[src/rtl/serial_inst_loader_if.sv]
// Upload-link and instruction-memory write-port bundle for serial_inst_loader.
// The slave modport is the loader's view; master is the host/memory side.
interface serial_inst_loader_if #(
   parameter int WORD_W = 32,
   parameter int ADDR_W = 10
);
   logic              upload;
   logic              bit_in;
   logic              bit_rdy;
   logic              mem_we;
   logic [ADDR_W-1:0] mem_addr;
   logic [WORD_W-1:0] mem_wdata;
   logic [ADDR_W:0]   word_count;
   logic              busy;
   logic              done;
   logic              overflow;
   logic              parity_err;

   modport slave (
      input  upload, bit_in, bit_rdy,
      output mem_we, mem_addr, mem_wdata, word_count, busy, done, overflow, parity_err
   );

   modport master (
      output upload, bit_in, bit_rdy,
      input  mem_we, mem_addr, mem_wdata, word_count, busy, done, overflow, parity_err
   );
endinterface

[src/rtl/serial_inst_loader.sv]
// Serial-to-parallel program loader for the instruction memory.
// Assembles WORD_W-bit words from a synchronised bit_in/bit_rdy link and writes
// them to consecutive addresses starting at 0 while upload is high.
// Optional feature macro: LOADER_PARITY_EN (even parity bit after every word).
module serial_inst_loader #(
   parameter int WORD_W    = 32,
   parameter int ADDR_W    = 10,
   parameter int MSB_FIRST = 0,
   parameter int SYNC_STG  = 2
) (
   input logic                 clk,
   input logic                 reset,
   serial_inst_loader_if.slave lif
);
   localparam int              CNT_W    = $clog2(WORD_W + 1);
   localparam logic [CNT_W-1:0] LAST_BIT = CNT_W'(WORD_W - 1);
   localparam logic [ADDR_W:0]  LAST_CNT = {1'b0, {ADDR_W{1'b1}}};

`ifdef LOADER_PARITY_EN
   typedef enum logic [2:0] {ST_IDLE = 3'd0, ST_SHIFT = 3'd1, ST_WRITE = 3'd2,
                             ST_FULL = 3'd3, ST_PAR = 3'd4} state_t;
`else
   typedef enum logic [1:0] {ST_IDLE = 2'd0, ST_SHIFT = 2'd1, ST_WRITE = 2'd2,
                             ST_FULL = 2'd3} state_t;
`endif

   // Insert one received bit at the end of the word selected by MSB_FIRST.
   function automatic logic [WORD_W-1:0] shift_in(input logic [WORD_W-1:0] w, input logic b);
      if (MSB_FIRST != 0) begin
         return {w[WORD_W-2:0], b};
      end else begin
         return {b, w[WORD_W-1:1]};
      end
   endfunction

   // Even-parity bit over a word (the bit that makes the total count of ones even).
   function automatic logic even_par(input logic [WORD_W-1:0] w);
      return ^w;
   endfunction

   state_t              state_r, state_nxt_s;
   logic [SYNC_STG-1:0] rdy_sync_r, bit_sync_r;
   logic                rdy_prev_r, strobe_r, bit_r, upload_prev_r;
   logic [WORD_W-1:0]   shreg_r, shreg_nxt_s, word_s;
   logic [CNT_W-1:0]    bit_cnt_r, bit_cnt_nxt_s;
   logic [ADDR_W:0]     wcnt_r, wcnt_nxt_s;
   logic [ADDR_W-1:0]   addr_r, addr_nxt_s;
   logic [WORD_W-1:0]   wdata_r, wdata_nxt_s;
   logic                we_r, we_nxt_s, done_r, done_nxt_s, busy_r, busy_nxt_s;
   logic                ovf_r, ovf_nxt_s, perr_r, perr_nxt_s;

   // Synchronise the asynchronous link and turn bit_rdy rising edges into one-clk strobes.
   always_ff @(posedge clk or negedge reset) begin
      if (!reset) begin
         rdy_sync_r    <= '0;
         bit_sync_r    <= '0;
         rdy_prev_r    <= 1'b0;
         strobe_r      <= 1'b0;
         bit_r         <= 1'b0;
         upload_prev_r <= 1'b0;
      end else begin
         rdy_sync_r    <= {rdy_sync_r[SYNC_STG-2:0], lif.bit_rdy};
         bit_sync_r    <= {bit_sync_r[SYNC_STG-2:0], lif.bit_in};
         rdy_prev_r    <= rdy_sync_r[SYNC_STG-1];
         strobe_r      <= rdy_sync_r[SYNC_STG-1] & ~rdy_prev_r;
         bit_r         <= bit_sync_r[SYNC_STG-1];
         upload_prev_r <= lif.upload;
      end
   end

   // FSM state register.
   always_ff @(posedge clk or negedge reset) begin
      if (!reset) begin
         state_r <= ST_IDLE;
      end else begin
         state_r <= state_nxt_s;
      end
   end

   // Next-state and next-value logic for the FSM, datapath and registered outputs.
   always_comb begin
      state_nxt_s   = state_r;
      shreg_nxt_s   = shreg_r;
      bit_cnt_nxt_s = bit_cnt_r;
      wcnt_nxt_s    = wcnt_r;
      addr_nxt_s    = addr_r;
      wdata_nxt_s   = wdata_r;
      ovf_nxt_s     = ovf_r;
      perr_nxt_s    = perr_r;
      we_nxt_s      = 1'b0;
      done_nxt_s    = 1'b0;
      word_s        = shift_in(shreg_r, bit_r);
      case (state_r)
         ST_IDLE: begin
            if (lif.upload && !upload_prev_r) begin
               state_nxt_s   = ST_SHIFT;
               shreg_nxt_s   = '0;
               bit_cnt_nxt_s = '0;
               wcnt_nxt_s    = '0;
               ovf_nxt_s     = 1'b0;
               perr_nxt_s    = 1'b0;
            end else begin
               state_nxt_s = ST_IDLE;
            end
         end
         ST_SHIFT: begin
            if (!lif.upload) begin
               state_nxt_s = ST_IDLE;
               done_nxt_s  = 1'b1;
            end else if (strobe_r) begin
               shreg_nxt_s = word_s;
               if (bit_cnt_r == LAST_BIT) begin
                  bit_cnt_nxt_s = '0;
`ifdef LOADER_PARITY_EN
                  state_nxt_s   = ST_PAR;
`else
                  state_nxt_s   = ST_WRITE;
                  we_nxt_s      = 1'b1;
                  wdata_nxt_s   = word_s;
                  addr_nxt_s    = wcnt_r[ADDR_W-1:0];
`endif
               end else begin
                  bit_cnt_nxt_s = bit_cnt_r + CNT_W'(1);
               end
            end else begin
               state_nxt_s = ST_SHIFT;
            end
         end
`ifdef LOADER_PARITY_EN
         ST_PAR: begin
            if (!lif.upload) begin
               state_nxt_s = ST_IDLE;
               done_nxt_s  = 1'b1;
            end else if (strobe_r) begin
               if ((even_par(shreg_r) ^ bit_r) == 1'b0) begin
                  state_nxt_s = ST_WRITE;
                  we_nxt_s    = 1'b1;
                  wdata_nxt_s = shreg_r;
                  addr_nxt_s  = wcnt_r[ADDR_W-1:0];
               end else begin
                  state_nxt_s = ST_SHIFT;
                  perr_nxt_s  = 1'b1;
               end
            end else begin
               state_nxt_s = ST_PAR;
            end
         end
`endif
         ST_WRITE: begin
            // The write itself happens this cycle; a strobe here opens the next word.
            wcnt_nxt_s = wcnt_r + (ADDR_W + 1)'(1);
            if (!lif.upload) begin
               state_nxt_s = ST_IDLE;
               done_nxt_s  = 1'b1;
            end else if (wcnt_r == LAST_CNT) begin
               state_nxt_s = ST_FULL;
               ovf_nxt_s   = ovf_r | strobe_r;
            end else begin
               state_nxt_s = ST_SHIFT;
               if (strobe_r) begin
                  shreg_nxt_s   = word_s;
                  bit_cnt_nxt_s = CNT_W'(1);
               end else begin
                  bit_cnt_nxt_s = '0;
               end
            end
         end
         ST_FULL: begin
            if (!lif.upload) begin
               state_nxt_s = ST_IDLE;
               done_nxt_s  = 1'b1;
            end else if (strobe_r) begin
               ovf_nxt_s = 1'b1;
            end else begin
               state_nxt_s = ST_FULL;
            end
         end
         default: begin
            state_nxt_s = ST_IDLE;
         end
      endcase
      busy_nxt_s = (state_nxt_s != ST_IDLE) && (state_nxt_s != ST_FULL);
   end

   // Datapath and registered-output update.
   always_ff @(posedge clk or negedge reset) begin
      if (!reset) begin
         shreg_r   <= '0;
         bit_cnt_r <= '0;
         wcnt_r    <= '0;
         addr_r    <= '0;
         wdata_r   <= '0;
         we_r      <= 1'b0;
         done_r    <= 1'b0;
         busy_r    <= 1'b0;
         ovf_r     <= 1'b0;
         perr_r    <= 1'b0;
      end else begin
         shreg_r   <= shreg_nxt_s;
         bit_cnt_r <= bit_cnt_nxt_s;
         wcnt_r    <= wcnt_nxt_s;
         addr_r    <= addr_nxt_s;
         wdata_r   <= wdata_nxt_s;
         we_r      <= we_nxt_s;
         done_r    <= done_nxt_s;
         busy_r    <= busy_nxt_s;
         ovf_r     <= ovf_nxt_s;
         perr_r    <= perr_nxt_s;
      end
   end

   assign lif.mem_we     = we_r;
   assign lif.mem_addr   = addr_r;
   assign lif.mem_wdata  = wdata_r;
   assign lif.word_count = wcnt_r;
   assign lif.busy       = busy_r;
   assign lif.done       = done_r;
   assign lif.overflow   = ovf_r;
   assign lif.parity_err = perr_r;
endmodule

[src/flat_wrapper.sv]
// flat-port wrapper written by rule: the top's interface ports become plain ports
module serial_inst_loader_flat 
#(
   parameter int WORD_W    = 32,
   parameter int ADDR_W    = 10,
   parameter int MSB_FIRST = 0,
   parameter int SYNC_STG  = 2
)
  (clk, reset, lif_upload, lif_bit_in, lif_bit_rdy, lif_mem_we, lif_mem_addr, lif_mem_wdata, lif_word_count, lif_busy, lif_done, lif_overflow, lif_parity_err);
  serial_inst_loader_if #(.WORD_W(WORD_W), .ADDR_W(ADDR_W)) lif_i ();
  input logic clk;
  input logic reset;
  input wire logic [$bits(lif_i.upload)-1:0] lif_upload;
  input wire logic [$bits(lif_i.bit_in)-1:0] lif_bit_in;
  input wire logic [$bits(lif_i.bit_rdy)-1:0] lif_bit_rdy;
  output wire logic [$bits(lif_i.mem_we)-1:0] lif_mem_we;
  output wire logic [$bits(lif_i.mem_addr)-1:0] lif_mem_addr;
  output wire logic [$bits(lif_i.mem_wdata)-1:0] lif_mem_wdata;
  output wire logic [$bits(lif_i.word_count)-1:0] lif_word_count;
  output wire logic [$bits(lif_i.busy)-1:0] lif_busy;
  output wire logic [$bits(lif_i.done)-1:0] lif_done;
  output wire logic [$bits(lif_i.overflow)-1:0] lif_overflow;
  output wire logic [$bits(lif_i.parity_err)-1:0] lif_parity_err;
  assign lif_i.upload = lif_upload;
  assign lif_i.bit_in = lif_bit_in;
  assign lif_i.bit_rdy = lif_bit_rdy;
  assign lif_mem_we = lif_i.mem_we;
  assign lif_mem_addr = lif_i.mem_addr;
  assign lif_mem_wdata = lif_i.mem_wdata;
  assign lif_word_count = lif_i.word_count;
  assign lif_busy = lif_i.busy;
  assign lif_done = lif_i.done;
  assign lif_overflow = lif_i.overflow;
  assign lif_parity_err = lif_i.parity_err;
  serial_inst_loader #(.WORD_W(WORD_W), .ADDR_W(ADDR_W), .MSB_FIRST(MSB_FIRST), .SYNC_STG(SYNC_STG)) u_core (.clk(clk), .reset(reset), .lif(lif_i));
endmodule
[config.mk]
export PLATFORM = sky130hd
export DESIGN_NAME = serial_inst_loader_flat
export DESIGN_NICKNAME = d
export VERILOG_FILES = /design/src/rtl/serial_inst_loader_if.sv /design/src/rtl/serial_inst_loader.sv /design/src/flat_wrapper.sv
export SDC_FILE = /design/constraint.sdc
export NUM_CORES = 1
export LEC_CHECK = 0
export ABC_AREA = 1
export CORE_ASPECT_RATIO = 0.6
export CORE_MARGIN = 2
export CORE_UTILIZATION = 30
export CTS_BUF_LIST = sky130_fd_sc_hd__clkbuf_2
export CTS_CLUSTER_SIZE = 8
export DETAILED_ROUTE_END_ITERATION = 8
export MAX_ROUTING_LAYER = met4
export PLACE_DENSITY_LB_ADDON = 0.2
export SYNTH_ARGS = -nofsm -noshare
export SYNTH_HDL_FRONTEND = slang
export SYNTH_SLANG_ARGS = --single-unit
[constraint.sdc]
create_clock -name clk -period 4 [get_ports clk]
set_clock_uncertainty 0.1 [all_clocks]
set_input_delay 0.6 -clock clk [delete_from_list [all_inputs] [get_ports clk]]
set_output_delay 0.6 -clock clk [all_outputs]
set_load 0.05 [all_outputs]
# After elaboration in Yosys (flattened, before gate mapping)
# Index checks and enable logic that the tools add are counted.
# Widths: inputs -> output; s select.
[op_classes]
n_addsub = 2
eq_ne = 14
mux = 37
n_bitwise = 3
reduce_logical = 14
[op_table]
columns = ["operator", "count"]
rows = [
  ["$mux 32", 5],
  ["$pmux 32 s3", 1],
  ["$mux 6", 6],
  ["$pmux 11 s2", 1],
  ["$pmux 6 s3", 1],
  ["$mux 2", 7],
  ["$mux 1", 13],
  ["$reduce_and 6->1", 2],
  ["$add 11x1->11 const B", 1],
  ["$eq 11x10->1 const B", 1],
  ["$mux 11", 1],
  ["$ne 2x2->1 const B", 5],
  ["$ne 2x1->1 const B", 4],
  ["$pmux 2 s4", 1],
  ["$add 6x1->6 const B", 1],
  ["$eq 6x5->1 const B", 1],
  ["$reduce_bool 3->1", 2],
  ["$reduce_and 5->1", 1],
  ["$eq 2x2->1 const B", 2],
  ["$reduce_and 4->1", 1],
  ["$reduce_bool 2->1", 2],
  ["$pmux 1 s3", 1],
  ["$reduce_or 3->1", 1],
  ["$eq 2x1->1 const B", 1],
  ["other kinds (7)", 8],
]
[totals]
register_bits = 105

# Depth between registers and ports, before layout
# Gate-level depths: netlist (run 1).
[depth]
word_depth = 7
ltp_mapped = 11
depth_no_buf = 11

# Least setup slack after synthesis (run 1)
# Ideal clock, no wire load.
[synth_timing]
path_type = "reg-to-reg"
startpoint = "register u_core.wcnt_r[0] (netlist: u_core.lif.word_count[0])"
endpoint = "register u_core.shreg_r[10]"
arrival_time_ps = 1673
required_ps = 3783
path_slack_ps = 2111
stages_incl_launch_ff = 10
path_buffers = 1
synth_period_minus_slack_ps = 1889
path_cell_list = "dfrtp_1 ha_1 nand3_1 inv_2 nand3_2 nor2_4 inv_2 buf_2 nand3b_1 nand2_1"
[synth_via]
elab_chain_cells = 3
[synth_lines]
columns = ["item", "line_no", "text"]
rows = [
  ["start, declared", "serial_inst_loader.sv:46", "logic [ADDR_W:0] wcnt_r, wcnt_nxt_s;"],
  ["start signal, assigned", "serial_inst_loader.sv:201", "wcnt_r <= wcnt_nxt_s;"],
  ["$eq 11x10->1", "serial_inst_loader.sv:155", "end else if (wcnt_r == LAST_CNT) begin"],
  ["$ne 2x2->1 (no source line)", "--", ""],
  ["$reduce_and 5->1 (no source line)", "--", ""],
  ["end signal, assigned", "serial_inst_loader.sv:199", "shreg_r <= shreg_nxt_s;"],
  ["end, declared", "serial_inst_loader.sv:44", "logic [WORD_W-1:0] shreg_r, shreg_nxt_s, word_s;"],
]
# No other way between the ends.
# A chain may end at the register's enable or synchronous reset.

# Worst setup path in the final report (run 1)
[layout_timing]
startpoint = "register u_core.wcnt_r[4] (netlist: u_core.lif.word_count[4])"
endpoint = "output port lif_word_count[4]"
[layout_lines]
columns = ["item", "line_no", "text"]
rows = [
  ["end, declared", "flat_wrapper.sv:19", "output wire logic [$bits(lif_i.word_count)-1:0] lif_word_count;"],
]
# No word-level cell between the ends.

==> flow_summary.yaml, run 1 <==
outcome:
  outcome: "complete, no violations"
timing:
  setup_viol: 0
  hold_violations: 0
  setup_ws_ns: 1.34
  maxSlewHeadroom: 0.335
  setup-tns-final_ns: 0
  drv_slew: 0
  period_share: 0.665
  fmax_mhz: 376
  fin_crit_ns: 2.66
  rsz0062_at_grt: "no"
  worst_pin_slew_ns: 0.997
finish:
  diodes: 0
  design_area_sq_mm: 0.00570
  areaGrowthSynthToFinish_pct: 17.7
  nFillCells: 1571
  nNetsFinal: 635
  final_layout_size_suffix_gt1_frac: 0.118
global_routing:
  grt_max_degree: 78
  grt_pass1_vias: 3608
  grtUsageTotal: 0.138
  grt_pass1_wl_mm: 18.2
  overflow: 0
  antenna_found_initial: 0
placed_design:
  gp_congestion: 0.838
  portBuffers: 61
  dp_slack_ns: 1.16
  hpwl_mm: 7.16
  place_area_sq_mm: 0.00557
setup_path:
  path_cells: "clkdlybuf4s50_1"
  startpoint: "u_core.lif.word_count[4]$_DFFE_PN0P_"
  path_buf_inv: 1
  arrival_ns: 1.96
  crit_fanout: 6
  cp-start-kind: "register"
  crit_required_ns: 3.30
  critPathKind: "register to primary output"
  worst_setup_path_end_kind: "primary output"
  path_delay_family: "buffers and inverters"
  cpPeakStageDelay_ns: 0.85
  r2r_start: "u_core.state_r[0]$_DFF_PN0_"
  cp_slowest_cell: "clkdlybuf4s50_1"
cts:
  cts_tree: "done"
  htreeDepth: 3
  cts_hold_buf: 1
  clk_path_buf_depth: 2
  clk_pin_slew_ns: 0.30
  numCtsBuffers: 9
  cts.sinks: 104
  insertion_delay_ns: 0.59
  post_cts_resized: 0
  cts_root_buffer: "clkbuf_2"
  post_cts_buffers: 0
synthesis:
  ys_async_sr_fraction: 1.00
  yosys.area.top_type_share: 0.537
  synth-seq-cells: 104
  syn_area_sq_mm: 0.00484
  synth_edf_count: 0
  synth_cells: 569
  yosys.area.top_type: "dfrtp_1"
  synth_cell_type_count: 28
  synth_flop_cell: "dfrtp_1"
  yosysSeqAreaShare: 0.537
  synth_area_leaders: "dfrtp_1 (54%), nand2_1 (18%), nand3b_1 (4.8%)"
  synth_fp_nets: 582
  syn_area_per_cell_sq_um: 8.51
  yosysWarnings: 0
die:
  io_pins: 63
  die_y_um: 102
  initial_core_util: 0.312
  num_rows: 35
  dieWidth_um: 168
  dieArea_sq_mm: 0.0172
  fp.coreArea_sq_mm: 0.0155
detailed_routing:
  ant_nets: 0
  wire_per_inst_um: 12.9
  drt-initial-drc-count: 354
  drc: 0
  via_count: 3694
  wl_mm: 10.7
  drtPass1Iterations: 5
  vias_per_cell: 4.45
min_path:
  min_path_type: "register to register"
  hold_path_startpoint: "u_core.rdy_sync_r[0]$_DFF_PN0_"
pwr:
  power_leakage_nw: 2.80
  ir_drop_mv: 0.243
  total_power_mw: 2.11
  power.density_mw_per_mm2: 370
run:
  cap_violations: 0
-- cell type report --
class                           count  area (sq um)  share of cell area
Inverter                           39           146              0.0257
Timing Repair Buffer               66           648               0.114
Tap cell                          203           254              0.0446
Clock buffer                        9          45.0             0.00790
Clock inverter                      7          76.3              0.0134
Sequential cell                   104          2600               0.457
Multi-Input combinational cell    402          1930               0.338
-- state kept, by name, indices dropped and copies added (netlist names), 2 cells and up --
| name | cells |
|---|---|
| u_core.bit_cnt_r | 6 |
| u_core.bit_sync_r | 2 |
| u_core.lif.mem_addr | 10 |
| u_core.lif.mem_wdata | 32 |
| u_core.lif.word_count | 11 |
| u_core.rdy_sync_r | 2 |
| u_core.shreg_r | 31 |
| u_core.state_r | 2 |
-- where the power goes --
part	internal [mW]	total (mW)	switching, mW
sequential	1.09	1.12	0.0313
combinational	0.116	0.483	0.367
clock	0.110	0.505	0.394
-- synthesized netlist by cell type, types with 4 or more instances --
cell type / n
a21oi_1: 10
nand4_1: 4
nand3b_1: 31
inv_1: 32
dfrtp_1: 104
ha_1: 8
nand2_2: 36
o21ai_0: 9
nand3_1: 15
o21ai_1: 11
nand2_1: 236
nor2_1: 25
buf_2: 16
inv_2: 7
-- final timing paths --
path / to / slack [ns] / cells past startpoint
min: u_core.rdy_sync_r[1]$_DFF_PN0_ / 0.29 / 0
min reg2reg: u_core.rdy_sync_r[1]$_DFF_PN0_ / 0.29 / 0
max: lif_word_count[4] / 1.34 / 1
max reg2reg: u_core.shreg_r[31]$_DFFE_PN0P_ / 1.46 / 8
max in group asynchronous: u_core.lif.mem_wdata[2]$_DFFE_PN0P_ / 2.30 / 3
min in group asynchronous: u_core.lif.word_count[10]$_DFFE_PN0P_ / 0.52 / 2
-- kinds of logic (layout without fill, tap and decap cells) --
| family | Yosys count | after routing | synth area share |
|---|---|---|---|
| adder cells (fa/ha/maj) | 8 | 8 | 0.0207 |
| AO/OA/AOI/OAI | 33 | 33 | 0.0359 |
| other | 1 | 1 | 0.000774 |
| AND/OR/NAND/NOR | 360 | 360 | 0.341 |
| flip-flops | 104 | 104 | 0.537 |
| buffers and inverters | 63 | 121 | 0.0646 |
-- placed cells by master, fill, tap and decap left out, drive strengths merged --
| cell | synthesis | final |
|---|---|---|
| nand2 | 273 | 273 |
| dfrtp | 104 | 104 |
| clkdlybuf4s50 | 0 | 60 |
| inv | 39 | 45 |
| nand3b | 31 | 31 |
| nor2 | 31 | 31 |
| o21ai | 21 | 21 |
| nand3 | 16 | 16 |
| a21oi | 10 | 10 |
| clkbuf | 3 | 9 |
| ha | 8 | 8 |
| buf | 21 | 5 |
| nand4 | 4 | 4 |
| nor3 | 4 | 4 |
| o21a | 1 | 1 |
| nor3b | 1 | 1 |
| o21bai | 1 | 1 |
| conb | 1 | 1 |
| clkinv | 0 | 1 |
| dlygate4sd3 | 0 | 1 |
-- stage by stage --
stage	utilization	hold slack, ns	cells
4_1_cts	0.367	0.219	830
3_5_place_dp	0.358	0.237	813
3_3_place_gp	0.358	0.241	813
6_report	0.367	0.292	830
2_1_floorplan	-	0.204	569
5_1_grt	0.367	0.205	830
-- worst register-to-register path: cells and delay by family, from the launching register on --
family                     cells  cell delay, ns
buffers and inverters          3            0.77
adders and majority gates      1            0.36
and+or+nand+nor                4            0.74
DFF                            1            0.49
-- routing by layer --
metal,up-vias,share of wire,global-route usage
li1,1864,-,-
met1,1751,0.52,0.194
met2,70,0.43,0.201
met3,9,0.047,0.0356
met4,0,0.0075,0.0294
met5,-,0,-
Power figures use the tool's default switching activity.
==> run 2, diff against run 1 <==
clock period = 2.4 ns   (was 4 ns; I/O delays follow)
==> flow_summary.yaml, run 2 (synthesized netlist as in run 1, its figures left out) <==
finish:
  final_common_cell: "nand2_1"
  final_cell_mix: "nand2_1 (236), dfrtp_1 (104), clkdlybuf4s50_1 (48)"
  final_layout_size_suffix_gt1_frac: 0.131
  largest_reg_flops: 32
  areaGrowthSynthToFinish_pct: 19.4
  nFillCells: 1590
  nNetsFinal: 645
  final_util: 0.372
  diodes: 0
setup_path:
  worst_setup_path_end_kind: "primary output"
  critPathKind: "register to primary output"
  cp_slowest_cell: "clkdlybuf4s50_1"
  arrival_ns: 1.83
  cpPeakStageDelay_ns: 0.82
  crit_fanout: 2
  path_delay_family: "buffers and inverters"
  path_buf_inv: 1
  crit_required_ns: 1.94
  path_cells: "clkdlybuf4s50_1"
  cp-start-kind: "register"
timing:
  period_share: 0.953
  hold_violations: 0
  maxSlewHeadroom: 0.645
  timing.hold.ws_ns: 0.0655
  fmax_mhz: 437
  rsz0062_at_grt: "no"
  drv_slew: 0
  fin_crit_ns: 2.29
  setup-tns-final_ns: 0
  setup_viol: 0
  worst_pin_slew_ns: 0.530
  setup_ws_ns: 0.113
cts:
  htreeDepth: 3
  cts_tree: "done"
  clk_path_buf_depth: 2
  numCtsBuffers: 9
  clk_pin_slew_ns: 0.27
  insertion_delay_ns: 0.58
  cts_root_buffer: "clkbuf_2"
  cts.sinks: 104
die:
  num_rows: 35
  initial_core_util: 0.312
  die_y_um: 102
  dieArea_sq_mm: 0.0172
  io_pins: 63
  fp.coreArea_sq_mm: 0.0155
  dieWidth_um: 168
detailed_routing:
  wire_per_inst_um: 12.9
  drc: 0
  ant_nets: 0
  drt-initial-drc-count: 178
  wl_mm: 10.8
  via_count: 3739
  drtPass1Iterations: 4
  vias_per_cell: 4.46
global_routing:
  antenna_found_initial: 0
  grt_pass1_vias: 3533
  grt_pass1_wl_mm: 17.9
  overflow: 0
  grt_max_degree: 45
  grtUsageTotal: 0.137
placed_design:
  dp_slack_ns: 0.228
  portBuffers: 61
  hpwl_mm: 7.58
  gp_congestion: 0.785
run:
  cap_violations: 0
min_path:
  min_path_type: "primary input to register"
pwr:
  power_leakage_nw: 2.97
  ir_drop_mv: 0.397
  power.density_mw_per_mm2: 607
outcome:
  outcome: "complete, no violations"
-- run 2: through the flow --
stage | total power, mW | area, sq um | cells
floorplan | 2.57 | 4840 | 569
CTS | 3.57 | 5770 | 839
global placement | 2.72 | 5670 | 823
detailed placement | 2.73 | 5670 | 823
finish | 3.51 | 5780 | 839
global route | 3.72 | 5780 | 839
-- run 2: final timing paths --
kind | from | to | slack, ns | cells after the start
setup / recovery | u_core.lif.overflow$_DFFE_PN0P_ | lif_overflow | 0.11 | 1
min in group asynchronous | reset | u_core.rdy_sync_r[0]$_DFF_PN0_ | 0.14 | 2
hold / removal | lif_bit_rdy | u_core.rdy_sync_r[0]$_DFF_PN0_ | 0.07 | 1
hold reg to reg | u_core.bit_sync_r[0]$_DFF_PN0_ | u_core.bit_sync_r[1]$_DFF_PN0_ | 0.30 | 0
setup reg to reg | u_core.state_r[0]$_DFF_PN0_ | u_core.bit_cnt_r[1]$_DFFE_PN0P_ | 0.26 | 9
max in group asynchronous | reset | u_core.lif.mem_wdata[11]$_DFFE_PN0P_ | 1.43 | 3
-- run 2: timing repair --
| action | 4_1_cts | 5_1_grt |
|---|---|---|
| hold buffers | 1 | 0 |
| gates resized for setup | 8 | 4 |
| buffers inserted | 0 | 0 |
| setup endpoints to repair | 8 | 4 |
| hold endpoints to repair | 63 | 0 |
-- run 2: routing by layer --
| layer | global-route usage | vias to the layer above | wire length [um] |
|---|---|---|---|
| li1 | - | 1887 | - |
| met1 | 0.185 | 1773 | 5550 |
| met2 | 0.206 | 70 | 4600 |
| met3 | 0.0352 | 9 | 554 |
| met4 | 0.0321 | 0 | 94 |
| met5 | - | - | 0 |
-- run 2: area by class of cell --
| type | count | area, sq um | share of cell area |
|---|---|---|---|
| Clock inverter | 3 | 43.8 | 0.00757 |
| Inverter | 39 | 146 | 0.0253 |
| Tap cell | 203 | 254 | 0.0439 |
| Sequential cell | 104 | 2600 | 0.450 |
| Clock buffer | 12 | 60.1 | 0.0104 |
| Multi-Input combinational cell | 402 | 1930 | 0.333 |
| Timing Repair Buffer | 76 | 748 | 0.129 |
-- run 2: where the power goes --
group	internal, mW	switching, mW	total, mW
clock	0.249	0.566	0.815
combinational	0.230	0.603	0.833
sequential	1.81	0.0500	1.86
total	2.29	1.22	3.51
